<file path="src/rtl/uart_pkg.sv">
// Shared UART definitions used by the receiver, transmitter and receive buffer.
package uart_pkg;

  localparam int UART_BYTE_W    = 8;
  localparam int CLKS_PER_BIT_W = 16;

  typedef logic [UART_BYTE_W-1:0]    uart_byte_t;
  typedef logic [CLKS_PER_BIT_W-1:0] clks_per_bit_t;

  // True when a prescaler value has reached the end of one bit-time.
  // Divisors of 0 and 1 both mean "one bit-time per clock".
  function automatic logic bit_terminal(input clks_per_bit_t presc, input clks_per_bit_t divisor);
    bit_terminal = (divisor <= clks_per_bit_t'(1)) || (presc >= divisor - clks_per_bit_t'(1));
  endfunction

endpackage

</file>
<file path="src/rtl/uart_bit_timer.sv">
// Bit-time timer: a prescaler that divides clk by clks_per_bit_i into
// bit ticks, followed by a saturating count of elapsed bit-times.
module uart_bit_timer
  import uart_pkg::*;
#(
  parameter int CNT_W = 16
) (
  input  logic                      clk_i,
  input  logic                      rst_ni,
  input  logic                      restart_i,
  input  logic                      enable_i,
  input  logic [CLKS_PER_BIT_W-1:0] clks_per_bit_i,
  output logic                      bit_tick_o,
  output logic [CNT_W-1:0]          bit_count_o
);

  clks_per_bit_t presc;

  // A tick fires on the terminal prescaler count. Comparing with >= lets a
  // divisor that shrinks mid-count end the current bit at the next compare.
  always_comb begin
    bit_tick_o = enable_i && !restart_i && bit_terminal(presc, clks_per_bit_i);
  end

  // Prescaler: counts 0..clks_per_bit_i-1, held at 0 while restarting.
  always_ff @(posedge clk_i or negedge rst_ni) begin
    // NOTE: sequential state is only ever assigned with <=, so every flop
    // samples the pre-edge value of every other flop.
    if (!rst_ni) begin
      presc <= '0;
    end else if (restart_i || !enable_i || bit_tick_o) begin
      presc <= '0;
    end else begin
      presc <= presc + clks_per_bit_t'(1);
    end
  end

  // Bit-time counter: one step per tick, sticks at all-ones.
  always_ff @(posedge clk_i or negedge rst_ni) begin
    if (!rst_ni) begin
      bit_count_o <= '0;
    end else if (restart_i) begin
      bit_count_o <= '0;
    end else if (bit_tick_o && (bit_count_o != '1)) begin
      bit_count_o <= bit_count_o + CNT_W'(1);
    end
  end

endmodule

</file>
<file path="src/rtl/uart_rx_fifo.sv">
// UART receive buffer: captures received bytes into a flop FIFO and offers
// them on a first-word-fall-through valid/ready port, with overrun,
// watermark and character-timeout flags for the interrupt logic.
module uart_rx_fifo
  import uart_pkg::*;
#(
  parameter  int DEPTH        = 16,
  parameter  int TIMEOUT_BITS = 32,
  localparam int AW           = $clog2(DEPTH)
) (
  input  logic                      clk_i,
  input  logic                      rst_ni,
  input  logic                      rx_dv_i,
  input  logic [UART_BYTE_W-1:0]    rx_byte_i,
  input  logic [CLKS_PER_BIT_W-1:0] clks_per_bit_i,
  input  logic                      clr_i,
  input  logic                      clr_ovr_i,
  input  logic [AW:0]               wm_level_i,
  input  logic                      rd_ready_i,
  output logic                      rd_valid_o,
  output logic [UART_BYTE_W-1:0]    rd_data_o,
  output logic [AW:0]               level_o,
  output logic                      wm_o,
  output logic                      overrun_o,
  output logic                      timeout_o
);

  localparam logic [15:0] TIMEOUT_FULL = 16'(TIMEOUT_BITS);
  localparam logic [15:0] TIMEOUT_LAST = 16'(TIMEOUT_BITS - 1);

  // Pointers carry one extra wrap bit so full and empty are distinguishable.
  logic [AW:0]  wptr;
  logic [AW:0]  rptr;
  uart_byte_t   mem [DEPTH];

  logic         empty;
  logic         full;
  logic         push;
  logic         pop;
  logic         drop;
  logic         timer_restart;
  logic         bit_tick;
  logic [15:0]  bit_count;
  logic         timeout_hit;

  // Occupancy and handshake decode, all from registered state except the
  // push/pop qualifiers, which never feed an output.
  always_comb begin
    empty   = (wptr == rptr);
    full    = (wptr[AW-1:0] == rptr[AW-1:0]) && (wptr[AW] != rptr[AW]);
    pop     = !clr_i && !empty && rd_ready_i;
    // A pop in the same cycle frees the slot, so a full FIFO still accepts.
    push    = !clr_i && rx_dv_i && (!full || pop);
    drop    = !clr_i && rx_dv_i && full && !pop;
    timer_restart = push || pop || clr_i || empty;
    timeout_hit   = !empty && ((bit_count >= TIMEOUT_FULL) ||
                               (bit_tick && (bit_count == TIMEOUT_LAST)));
  end

  // Read-side outputs; the head byte reads as 0 whenever nothing is stored.
  always_comb begin
    rd_valid_o = !empty;
    rd_data_o  = empty ? '0 : mem[rptr[AW-1:0]];
    level_o    = wptr - rptr;
    wm_o       = (wm_level_i != '0) && (level_o >= wm_level_i);
  end

  // Pointer update; flush overrides any coincident push or pop.
  always_ff @(posedge clk_i or negedge rst_ni) begin
    if (!rst_ni) begin
      wptr <= '0;
      rptr <= '0;
    end else if (clr_i) begin
      wptr <= '0;
      rptr <= '0;
    end else begin
      if (push) wptr <= wptr + (AW+1)'(1);
      if (pop)  rptr <= rptr + (AW+1)'(1);
    end
  end

  // Byte storage, written at the write pointer on every accepted push.
  // NOTE: the array has no reset; stale entries are unreachable because the
  // pointers are reset and the read mux is forced to 0 while empty.
  always_ff @(posedge clk_i) begin
    if (push) mem[wptr[AW-1:0]] <= rx_byte_i;
  end

  // Sticky overrun: flush clears, a fresh drop beats a coincident clear.
  always_ff @(posedge clk_i or negedge rst_ni) begin
    if (!rst_ni) begin
      overrun_o <= 1'b0;
    end else if (clr_i) begin
      overrun_o <= 1'b0;
    end else if (drop) begin
      overrun_o <= 1'b1;
    end else if (clr_ovr_i) begin
      overrun_o <= 1'b0;
    end
  end

  // Character timeout: set once the quiet period completes with data
  // waiting, held until the next push, pop or flush.
  always_ff @(posedge clk_i or negedge rst_ni) begin
    if (!rst_ni) begin
      timeout_o <= 1'b0;
    end else if (clr_i || push || pop) begin
      timeout_o <= 1'b0;
    end else if (timeout_hit) begin
      timeout_o <= 1'b1;
    end
  end

  uart_bit_timer #(
    .CNT_W (16)
  ) u_bit_timer (
    .clk_i          (clk_i),
    .rst_ni         (rst_ni),
    .restart_i      (timer_restart),
    .enable_i       (!empty),
    .clks_per_bit_i (clks_per_bit_i),
    .bit_tick_o     (bit_tick),
    .bit_count_o    (bit_count)
  );

endmodule

</file>
<file path="config.mk">
export PLATFORM = sky130hd
export DESIGN_NAME = uart_rx_fifo
export DESIGN_NICKNAME = d
export VERILOG_FILES = /design/src/rtl/uart_pkg.sv /design/src/rtl/uart_bit_timer.sv /design/src/rtl/uart_rx_fifo.sv
export SDC_FILE = /design/constraint.sdc
export NUM_CORES = 1
export LEC_CHECK = 0
export BUFFER_PORTS_ARGS = -buffer_cell sky130_fd_sc_hd__buf_2
export CORE_MARGIN = 3
export CORE_UTILIZATION = 50
export DETAILED_ROUTE_END_ITERATION = 8
export PLACE_DENSITY = 0.68
export SKIP_LAST_GASP = 1
export SLEW_MARGIN = 30
export SYNTH_ARGS = -nofsm -noshare
export SYNTH_HDL_FRONTEND = slang
export SYNTH_SLANG_ARGS = --single-unit
export TNS_END_PERCENT = 10
</file>
<file path="constraint.sdc">
create_clock -name clk_i -period 6.08 [get_ports clk_i]
set_clock_uncertainty 0.15 [all_clocks]
set_input_delay 0.912 -clock clk_i [delete_from_list [all_inputs] [get_ports clk_i]]
set_output_delay 0.912 -clock clk_i [all_outputs]
set_load 0.005 [all_outputs]
</file>
==> results of run 1 <==
-- flip-flops by register name, indices dropped and copies added (netlist names) --
register	flops
rptr	5
wptr	5
u_bit_timer.presc	16
timeout_o	1
u_bit_timer.bit_count_o	16
mem	128
overrun_o	1
-- layer usage --
layer  global-route usage  part of all wire  vias to the layer above
met5                    0                 0                        -
met4               0.0526            0.0073                        0
met3               0.0431             0.046                        8
met2                0.340              0.54                       89
met1                0.242              0.41                     2395
li1                     -                 -                     2210
-- logic make-up (layout without fill, tap and decap cells) --
group	after synthesis	in the layout	synth area share
simple gates	168	168	0.111
flops	172	172	0.611
compound gates	50	50	0.0420
mux	43	43	0.115
xor+xnor	43	43	0.0465
buf+inv	39	107	0.0182
fa+ha+maj	36	36	0.0566
-- how the worst max path moves through the flow --
stage	startpoint	to	slack, ns	depth (start not counted)
finish	rptr[0]$_DFFE_PN0P_	wm_o	1.79	11
global route	rptr[0]$_DFFE_PN0P_	wm_o	1.52	12
CTS	rptr[0]$_DFFE_PN0P_	wm_o	1.74	11
detailed placement	clks_per_bit_i[11]	u_bit_timer.bit_count_o[10]$_DFFE_PN0P_	1.43	12
global placement	clks_per_bit_i[11]	u_bit_timer.bit_count_o[1]$_DFFE_PN0P_	1.53	12
floorplan	clks_per_bit_i[11]	u_bit_timer.bit_count_o[1]$_DFFE_PN0P_	1.96	12
-- power by group --
group	leakage, nW	switching (mW)	internal (mW)
Combinational	1.35	0.213	0.198
Clock	0.266	0.436	0.565
Sequential	1.76	0.00636	1.28
-- worst reg2reg max path: cells and delay by family, from the launching register on --
kind | cells | cell delay (ns)
flops | 1 | 0.34
simple gates | 5 | 1.88
fa+ha+maj | 1 | 0.42
buf+inv | 1 | 0.56
-- metrics by stage --
stage	area, um^2	hold WS (ns)
final	9140	0.330
after global routing	9140	0.365
after CTS	9110	0.381
after detailed placement	8570	0.373
after global placement	8570	0.356
after floorplan	8100	0.326
-- layout make-up --
class	count	area, um^2	area share
clock inverter	12	111	0.0122
sequential	172	4950	0.541
multi-input combinational	340	3020	0.331
clock buffer	19	433	0.0474
tap	211	264	0.0289
timing repair buffer	53	273	0.0299
inverter	23	86.3	0.00945
-- cell usage in the layout (no fill, tap or decap), drive strengths merged, types with 6 or more instances in the layout --
cell type | synthesis | final
buf | 4 | 53
nor2 | 44 | 44
clkinv | 0 | 6
nand2 | 20 | 20
nand3 | 18 | 18
nor4 | 9 | 9
mux4 | 40 | 40
nor3 | 6 | 6
ha | 35 | 35
xor2 | 18 | 18
o21ai | 11 | 11
and2 | 27 | 27
clkbuf | 12 | 19
and3 | 11 | 11
edfxtp | 128 | 128
dfrtp | 44 | 44
or3 | 6 | 6
a21oi | 13 | 13
inv | 23 | 28
nand4 | 9 | 9
xnor2 | 25 | 25
==> results_dict.tcl, run 1 <==
set metrics [dict create \
    fin_ws_ns 1.79 \
    r2r-end "mem[1][0]$_DFFE_PP_" \
    antenna_found_initial 0 \
    via_per_inst 5.67 \
    synth.area.top_cells "edfxtp_1, dfrtp_1, mux4_2" \
    cts_root_buf "clkbuf_16" \
    synth_area_um2 8100 \
    max_slew.worst_pin.slew_ns 0.732 \
    synth_commonest_cells "edfxtp_1, dfrtp_1, nor2_1, mux4_2, ha_1" \
    first_global_vias 4906 \
    drive_gt1_frac 0.208 \
    cts_tree "done" \
    placed_cells 799 \
    p_per_area_nw_per_um2 295 \
    rows 45 \
    hold_viol_final 0 \
    synth_fp_nets 622 \
    clkTransAtPathRegs_ns 0.06 \
    crit-reg2reg-launch "rptr[0]$_DFFE_PN0P_" \
    slowest_stage "buf_4" \
    total_power_mw 2.69 \
    cts-resized-gates 0 \
    endpoint_kind "primary output" \
    port_buffers 51 \
    dr.pass1.iters 4 \
    wl_per_cell_um 19.5 \
    setup_viol 0 \
    grt_max_degree 45 \
    critPathTopFamily "adder cells" \
    syn_inst 551 \
    dp_hpwl_um 10900 \
    coreArea_um2 15500 \
    synth_top_area_cell "edfxtp_1" \
    gp_congestion 0.789 \
    ctsHtreeMaxLevel 4 \
    syn_to_final_growth_pct 12.8 \
    seq_area_frac_synth 0.611 \
    final_nets 678 \
    maxCapViolCount 0 \
    crit_path_frequent_cell "a21oi_1" \
    crit_fanout 36 \
    die_x_um 133 \
    period_minus_slack_ns 4.29 \
    slowest_delay_ns 0.56 \
    required_ns 5.02 \
    synthFlopType "edfxtp_1" \
    dieArea_um2 17800 \
    period_share 0.706 \
    worstSetupStartpointType "flop" \
    synth_top_area_share 0.475 \
    utilization 0.588 \
    synth.most_common_cell "edfxtp_1" \
    first_iter_violations 335 \
    routed_wl_um 16200 \
    hold_buffers 0 \
    vias 4702 \
    synth_edf_count 128 \
    fp.dieH_um 133 \
    boundaryPins 52 \
    clock_latency_ns 0.42 \
    ant_nets 0 \
    r2r_slack_ns 2.36 \
    async_reset_ff_frac 0.256 \
    crit_arrival_ns 3.23 \
    initial_utilization 0.521 \
    path_class "flop to primary output" \
    ff2ff_path_depth 7 \
    numCtsBuffers 17 \
    grt_pass1_wl_um 26200 \
    finalNonFillerCells 830 \
    leakagePower_nw 3.38 \
    hold_class "input port to asynchronous set/reset pin" \
    grt.total_usage 0.193 \
    irDropWorstVdd_v 0.000209 \
    cts_setup_buffers 0 \
    n_fill_cell 1236 \
    report.final.slew_viol_count 0 \
    fin_setup_tns_ns 0 \
    grt-ovfl-total 0 \
    cp_num_buf_inv 3 \
    pre_cts_ws_ns 1.43 \
    diodes 0 \
    rsz0062_at_grt "no" \
    status "finished clean" \
    crit_chain "buf_4, ha_1, inv_1, fa_1, a21o_1, a21oi_1, xnor2_1, ha_1, a21oi_1, a21oi_1, buf_2" \
    clock-sinks 172 \
    drcViolationCount 0 \
    ys_types 47 \
    maxSlewHeadroom 0.512 \
    syn_avg_cell_area_um2 14.7 \
    yosys_register_bits 172 \
    cts_max_path_buffers 2 \
    yosys_warnings 0 \
    fmax_ghz 0.233 \
]
Note: power is estimated with default switching activity, not from simulation.
==> run 2, diff against run 1 <==
==> constraint.sdc (replaced) <==
create_clock -name clk_i -period 4.2 [get_ports clk_i]
set_clock_uncertainty 0.15 [all_clocks]
set_input_delay 0.63 -clock clk_i [delete_from_list [all_inputs] [get_ports clk_i]]
set_output_delay 0.63 -clock clk_i [all_outputs]
set_load 0.005 [all_outputs]
==> run 2 against run 1 <==
Compared with the run above:
- clock power grew 62%
- final cell count grew 0.84%
- worst setup slack lost 1.1 ns
- power grew 51%
- non-clock buffer count grew 6
- die area is the same
- wire length grew 2.6%
- critical path depth grew 1
- combinational power grew 44%
- register-to-register slack lost 1.4 ns
- largest power group unchanged
- highest routed layer unchanged
==> results_dict.tcl, run 2 (synthesis gave the netlist of run 1 again) <==
set metrics [dict create \
    wl_per_cell_um 19.9 \
    clkTransAtPathRegs_ns 0.07 \
    coreArea_um2 15500 \
    grt-ovfl-total 0 \
    worstSetupStartpointType "flop" \
    drcViolationCount 0 \
    required_ns 3.42 \
    diodes 0 \
    final_cell_mix "edfxtp_1, buf_2, nor2_1, dfrtp_1, mux4_2" \
    hold_viol_final 0 \
    drive_gt1_frac 0.220 \
    routed_wl_um 16600 \
    grt_pass1_wl_um 27200 \
    fp.dieH_um 133 \
    grt.total_usage 0.201 \
    clock-sinks 172 \
    slowest_delay_ns 0.44 \
    maxCapViolCount 0 \
    syn_to_final_growth_pct 13.9 \
    max_slew.worst_pin.slew_ns 0.717 \
    largest_reg_flops 128 \
    crit_chain "inv_1, ha_1, inv_1, fa_1, xor2_1, ha_1, nor2b_1, o21ai_0, nand2b_1, a21oi_1, a21oi_1, buf_2" \
    clock_latency_ns 0.42 \
    crit_arrival_ns 2.77 \
    cts_root_buf "clkbuf_16" \
    gp_congestion 0.850 \
    vias 4771 \
    crit-reg2reg-launch "rptr[3]$_DFFE_PN0P_" \
    irDropWorstVdd_v 0.000267 \
    cts-resized-gates 0 \
    leakagePower_nw 3.44 \
    first_iter_violations 312 \
    slowest_stage "dfrtp_1" \
    dp_hpwl_um 11000 \
    boundaryPins 52 \
    endpoint_kind "primary output" \
    setup_viol 0 \
    period_minus_slack_ns 3.55 \
    via_per_inst 5.70 \
    crit_fanout 5 \
    ctsHtreeMaxLevel 4 \
    multiInputGateArea_um2 3000 \
    cts_max_path_buffers 2 \
    hold_buffers 0 \
    fmax_ghz 0.281 \
    dr.pass1.iters 4 \
    maxSlewHeadroom 0.522 \
    hold_class "input port to asynchronous set/reset pin" \
    cts_tree "done" \
    crit_start "wptr[0]$_DFFE_PN0P_" \
    final_cell_area_um2 9230 \
    rsz0062_at_grt "no" \
    cts_setup_buffers 0 \
    initial_utilization 0.521 \
    rows 45 \
    ff_latch_area_um2 4950 \
    status "finished clean" \
    dpl_cell_area_um2 8620 \
    port_buffers 51 \
    cp_num_buf_inv 3 \
    numCtsBuffers 17 \
    path_class "flop to primary output" \
    die_x_um 133 \
    dieArea_um2 17800 \
    critPathTopFamily "adder cells" \
    fin_setup_tns_ns 0 \
    antenna_found_initial 0 \
    n_fill_cell 1222 \
    report.final.slew_viol_count 0 \
    period_share 0.846 \
    grt_max_degree 45 \
    first_global_vias 5110 \
    p_per_area_nw_per_um2 441 \
    ant_nets 0 \
    layout_commonest_cell "edfxtp_1" \
    final_nets 684 \
]
==> run 2: cell types whose count changed in the layout (fill, tap and decap cells not counted), moves of 2 or more <==
cell,change
bufinv_16,+2
buf_4,+6
clkinv_4,-2
inv_8,+2
clkinv_2,+2
clkbuf_1,-2
==> run 2: routing by layer <==
layer	global-route usage	share of wire
met5	0	0
met4	0.0611	0.012
met3	0.0438	0.045
met2	0.354	0.53
met1	0.251	0.42
==> run 2: power by group <==
| part | internal (mW) | total (mW) | switching [mW] |
|---|---|---|---|
| sequential | 1.85 | 1.86 | 0.0107 |
| combinational | 0.288 | 0.592 | 0.304 |
| clock | 0.946 | 1.62 | 0.669 |
==> run 2: area by class of cell <==
cell class | instances | share of cell area
clock buffers | 17 | 0.0461
repair buffers | 59 | 0.0345
well taps | 211 | 0.0286
clock inverters | 15 | 0.0197
flip-flops and latches | 172 | 0.536
inverters | 23 | 0.00936
multi-input cells | 340 | 0.326
==> run 2: worst paths after layout <==
path / depth (start not counted) / slack, ns / end
hold reg to reg: 1 / 0.37 / u_bit_timer.presc[0]$_DFF_PN0_
setup reg to reg: 8 / 0.93 / mem[0][4]$_DFFE_PP_
min in group clk_i: 1 / 0.37 / u_bit_timer.presc[0]$_DFF_PN0_
max in group asynchronous: 1 / 3.41 / rptr[0]$_DFFE_PN0P_
setup / recovery: 12 / 0.65 / wm_o
hold / removal: 1 / 0.05 / u_bit_timer.bit_count_o[5]$_DFFE_PN0P_
==> run 2: worst reg2reg max path, stage by stage, from the launching register on <==
cell and delay (ns):
dfrtp_1 0.39, inv_2 0.31, ha_1 0.35, nand4_1 0.24
nor3_1 0.10, nor3b_1 0.22, buf_4 0.20, nor3b_1 0.36
and2_1 0.58
==> run 2: stage by stage <==
step | setup WS (ns) | hold slack (ns) | std cells | util | power [mW]
floorplan | 0.361 | 0.184 | 551 | - | 2.29
global placement | 0.383 | 0.362 | 805 | 0.554 | 2.48
detailed placement | 0.278 | 0.376 | 805 | 0.554 | 2.50
CTS | 0.616 | 0.248 | 837 | 0.593 | 4.10
global route | 0.456 | 0.0841 | 837 | 0.594 | 4.23
finish | 0.646 | 0.0525 | 837 | 0.594 | 4.06
